File: config.mk
export PLATFORM = sky130hd
export DESIGN_NAME = ahb_slv_mux_dec
export DESIGN_NICKNAME = d
export VERILOG_FILES = /design/src/rtl/ahb_slv_mux_dec.sv
export SDC_FILE = /design/constraint.sdc
export NUM_CORES = 1
export LEC_CHECK = 0
export ABC_AREA = 1
export CAP_MARGIN = 25
export CORE_ASPECT_RATIO = 1.5
export CORE_MARGIN = 2
export CORE_UTILIZATION = 25
export CTS_CLUSTER_DIAMETER = 200
export CTS_CLUSTER_SIZE = 8
export DETAILED_ROUTE_END_ITERATION = 16
export MAX_ROUTING_LAYER = met4
export PLACE_DENSITY = 0.78
export SYNTH_ARGS = -nofsm -noshare
export SYNTH_HDL_FRONTEND = slang
export SYNTH_SLANG_ARGS = --single-unit
File: constraint.sdc
create_clock -name hclk -period 1.94 [get_ports hclk]
set_input_delay 0.388 -clock hclk [delete_from_list [all_inputs] [get_ports hclk]]
set_output_delay 0.388 -clock hclk [all_outputs]
set_load 0.02 [all_outputs]
File: src/rtl/ahb_slv_mux_dec.sv
// AHB-Lite address decoder, data-phase response mux and built-in default slave.
// Four mapped slaves; unmapped NONSEQ/SEQ transfers receive a two-cycle ERROR.
module ahb_slv_mux_dec #(
    parameter logic [31:0] p_BASE0 = 32'h0000_0000,
    parameter logic [31:0] p_MASK0 = 32'hFFFF_8000,
    parameter logic [31:0] p_BASE1 = 32'h2000_0000,
    parameter logic [31:0] p_MASK1 = 32'hFFFF_0000,
    parameter logic [31:0] p_BASE2 = 32'h4000_0000,
    parameter logic [31:0] p_MASK2 = 32'hFFFF_F000,
    parameter logic [31:0] p_BASE3 = 32'h4000_1000,
    parameter logic [31:0] p_MASK3 = 32'hFFFF_F000
) (
    input  logic         hclk,
    input  logic         hresetn,
    input  logic [31:0]  haddr,
    input  logic [1:0]   htrans,
    output logic [3:0]   hsel_s,
    input  logic [3:0]   hreadyout_s,
    input  logic [7:0]   hresp_s,
    input  logic [127:0] hrdata_s,
    output logic         hready,
    output logic [1:0]   hresp,
    output logic [31:0]  hrdata
);

    typedef enum logic [1:0] {
        D_IDLE = 2'd0,
        D_ERR1 = 2'd1,
        D_ERR2 = 2'd2
    } dstate_t;

    localparam logic [2:0] SEL_DEF    = 3'd4;
    localparam logic [1:0] RESP_OKAY  = 2'b00;
    localparam logic [1:0] RESP_ERROR = 2'b01;

    logic [2:0] dec_sel_s;
    logic [2:0] dsel_r;
    dstate_t    state_r;
    dstate_t    state_nxt_s;
    logic       err_req_s;
    logic       def_ready_s;
    logic [1:0] def_resp_s;
    logic       unused_s;

    assign unused_s = htrans[0];

    // Address decode, fixed priority with slave 0 highest
    always_comb begin
        dec_sel_s = SEL_DEF;
        hsel_s    = 4'b0000;
        if ((haddr & p_MASK0) == p_BASE0) begin
            dec_sel_s = 3'd0;
            hsel_s    = 4'b0001;
        end else if ((haddr & p_MASK1) == p_BASE1) begin
            dec_sel_s = 3'd1;
            hsel_s    = 4'b0010;
        end else if ((haddr & p_MASK2) == p_BASE2) begin
            dec_sel_s = 3'd2;
            hsel_s    = 4'b0100;
        end else if ((haddr & p_MASK3) == p_BASE3) begin
            dec_sel_s = 3'd3;
            hsel_s    = 4'b1000;
        end else begin
            dec_sel_s = SEL_DEF;
            hsel_s    = 4'b0000;
        end
    end

    // Data-phase select, advanced only when the bus is ready
    always_ff @(posedge hclk) begin
        if (!hresetn) begin
            dsel_r <= SEL_DEF;
        end else if (hready) begin
            dsel_r <= dec_sel_s;
        end else begin
            dsel_r <= dsel_r;
        end
    end

    assign err_req_s = hready & htrans[1] & (dec_sel_s == SEL_DEF);

    // Default-slave state register
    always_ff @(posedge hclk) begin
        if (!hresetn) begin
            state_r <= D_IDLE;
        end else begin
            state_r <= state_nxt_s;
        end
    end

    // Default-slave next state and response
    always_comb begin
        state_nxt_s = state_r;
        def_ready_s = 1'b1;
        def_resp_s  = RESP_OKAY;
        case (state_r)
            D_IDLE: begin
                if (err_req_s) begin
                    state_nxt_s = D_ERR1;
                end else begin
                    state_nxt_s = D_IDLE;
                end
            end
            D_ERR1: begin
                def_ready_s = 1'b0;
                def_resp_s  = RESP_ERROR;
                state_nxt_s = D_ERR2;
            end
            D_ERR2: begin
                def_resp_s = RESP_ERROR;
                if (err_req_s) begin
                    state_nxt_s = D_ERR1;
                end else begin
                    state_nxt_s = D_IDLE;
                end
            end
            default: begin
                state_nxt_s = D_IDLE;
            end
        endcase
    end

    // Response mux steered by the registered data-phase select
    always_comb begin
        hready = def_ready_s;
        hresp  = def_resp_s;
        hrdata = 32'h0000_0000;
        case (dsel_r)
            3'd0: begin
                hready = hreadyout_s[0];
                hresp  = hresp_s[1:0];
                hrdata = hrdata_s[31:0];
            end
            3'd1: begin
                hready = hreadyout_s[1];
                hresp  = hresp_s[3:2];
                hrdata = hrdata_s[63:32];
            end
            3'd2: begin
                hready = hreadyout_s[2];
                hresp  = hresp_s[5:4];
                hrdata = hrdata_s[95:64];
            end
            3'd3: begin
                hready = hreadyout_s[3];
                hresp  = hresp_s[7:6];
                hrdata = hrdata_s[127:96];
            end
            default: begin
                hready = def_ready_s;
                hresp  = def_resp_s;
                hrdata = 32'h0000_0000;
            end
        endcase
    end

endmodule
==> results.cfg <==
[clock_tree]
clkTransAtPathRegs_ns = 0.03
numClockSinks = 5
cts_buffers = 3
clk-insertion-delay-late_ns = 0.23
htree_levels = 1
cts.path.max_buffers = 2
hold_buffers = 0
clock-root-buffer = clkbuf_8
cts_tree = built

[synthesis]
synth-seq-cells = 5
synth_cell_types = 30
synth_nets = 459
synth_cells = 279
ys_warn_count = 0
synth_top_area_frac = 0.2132
syn_area_um2 = 1690
ys_seq_area_frac = 0.05922
synth-edff-count = 0
synth_top_cell_by_area = nand3_1
async_flop_share = 0
synth_top_cells_by_area = nand3_1 (21%), o2111ai_1 (17%), nand4_1 (13%), inv_1 (10%), dfxtp_1 (5.9%)
synth.avg_cell_area_um2 = 6.059
synth_most_common_cell = nand3_1
synth_common_cells = nand3_1 (72), inv_1 (45), nand4_1 (36)
synth_flop_cell = dfxtp_1

[floorplanning]
die_y_um = 104.7
die_area_um2 = 7449
coreArea_um2 = 6531
dieWidth_um = 71.14
io-pin-count = 215
std_cell_rows = 36
start_util = 0.2588

[routing]
drt_iter0_markers = 190
num_vias = 2993
wl_per_cell_um = 16.84
drc = 0
dr.pass1.iters = 4
postRouteWirelength_mm = 9.634
via_per_inst = 5.233
ant_nets = 0

[power]
irDropWorstVdd_v = 0.0003033
power.density_nw_per_um2 = 316.9
power.leakage_nw = 1.741

[worst_setup_path]
timing.rr.start = dsel_r[1]
start_kind = input pin
cp-end-kind = primary output
path_class = in -> out
cp.required_ns = 1.55
r2r_cells = 10
cp-endpoint = hsel_s[3]
rr_endpoint = dsel_r[0]
r2r_slack_ns = 0.44
critPathArrivalTime_ns = 1.53
setup.worst_path.start = haddr[15]
cp_max_fo = 3

[placed_design]
numPortBuffers = 201
routabilityCongestion = 0.9355
hpwl_mm = 7.296
placed_cells = 561
place_area_um2 = 3944

[final_layout]
fillers = 612
drive_gt1_frac = 0.2319
nNetsFinal = 677
fin_cells = 572
diodes = 0
final_core_util = 0.6077
fin_area_um2 = 3969
syn_to_final_growth_pct = 134.8

[global_route]
track_usage = 0.2538
antenna_found_initial = 0
grt_pass1_wl_mm = 15.07
grt_max_degree = 25
grt_pass1_vias = 3056
grt-ovfl-total = 0

[sta]
setup_viol = 0
finalHoldViolCount = 0
slew_viol_final = 0
skew_ns = 0.002528
min_period_ns = 1.923
finalCritPeriodShare = 0.9911
tightest_slew_ns = 0.2320
fmaxAchievable_mhz = 520.1
max-slew-margin-rel = 0.8441

[run]
maxCapViolations = 0

[run_status]
status = finished, final reports clean

[min_path]
hold_path_class = reg -> reg
-- flip-flops by register name, summed over array words and instances (netlist names) --
signal and flops:
state_r 2, dsel_r 3
-- report_power, final --
part,total (mW),internal [mW],switching (mW)
Sequential,0.131,0.115,0.0162
Combinational,0.932,0.510,0.422
Clock,0.195,0.141,0.0538
-- worst min-delay path by stage --
stage / from / end / slack (ns) / cells after the start
6_report: state_r[0] / state_r[1] / 0.66 / 3
3_5_place_dp: state_r[0] / state_r[1] / 0.66 / 3
4_1_cts: state_r[0] / state_r[1] / 0.67 / 3
5_1_grt: state_r[0] / state_r[1] / 0.72 / 3
2_1_floorplan: hresetn / state_r[1] / 0.49 / 2
3_3_place_gp: state_r[0] / state_r[1] / 0.63 / 3
-- kinds of logic after synthesis --
kind of cell    synth area share
simple gates              0.5130
flops                    0.05922
buf+inv                   0.2043
fa+ha+maj                0.02961
compound gates            0.1939
-- per-stage QoR --
| step | hold slack (ns) | setup slack, ns | setup TNS (ns) | total power [mW] |
|---|---|---|---|---|
| 2_1_floorplan | 0.4856 | 0.07904 | 0 | 0.4959 |
| 5_1_grt | 0.7220 | -0.02281 | -0.04905 | 1.341 |
| 3_3_place_gp | 0.6321 | -0.5205 | -7.608 | 1.064 |
| 4_1_cts | 0.6650 | -0.0006265 | -0.0006265 | 1.285 |
| 3_5_place_dp | 0.6560 | -0.5524 | -8.193 | 1.075 |
| 6_report | 0.6587 | 0.01734 | 0 | 1.258 |
-- what timing repair did --
item                                    CTS  global route
resized for setup                       143            47
endpoints found under the setup margin   39            36
pin swaps                                 8             1
setup buffers                             4             1
gates cloned                              2             0
-- worst max-delay path: stages --
cell,delay (ns)
clkdlybuf4s50_1,0.49
nor2_2,0.15
nand3_1,0.09
nor2_2,0.13
nand2_1,0.08
inv_1,0.07
buf_4,0.13
-- final cells by class --
cell class                 count  area, µm²  area share
tap                           76      95.09     0.02396
timing repair inverter         1      6.256    0.001576
clock buffer                   4      45.04     0.01135
sequential                     5      106.4     0.02680
multi-input combinational    196       1292      0.3257
inverter                      49      197.7     0.04981
timing repair buffer         241       2226      0.5608
-- per-layer routing --
metal / track usage / up-vias / part of all wire
li1: - / 1464 / -
met1: 0.2699 / 1328 / 0.36
met2: 0.4524 / 173 / 0.52
met3: 0.05689 / 28 / 0.088
met4: 0.08760 / 0 / 0.033
met5: - / - / 0
-- cells in the final DEF (no fill, tap or decap), drive strengths merged --
master and n:
clkdlybuf4s50 152, nand3 76, buf 71, inv 49, nand4 37, o2111ai 33, nor2 22, nand2 15
clkbuf 10, dlygate4sd2 8, dfxtp 5, ha 4, o21ai 3, dlymetal6s2s 2, nor3 2, nor4 1
bufinv 1, a41oi 1, nand3b 1, nor3b 1, bufbuf 1, clkdlybuf4s15 1
No activity file was read; power rests on OpenSTA's default activity.
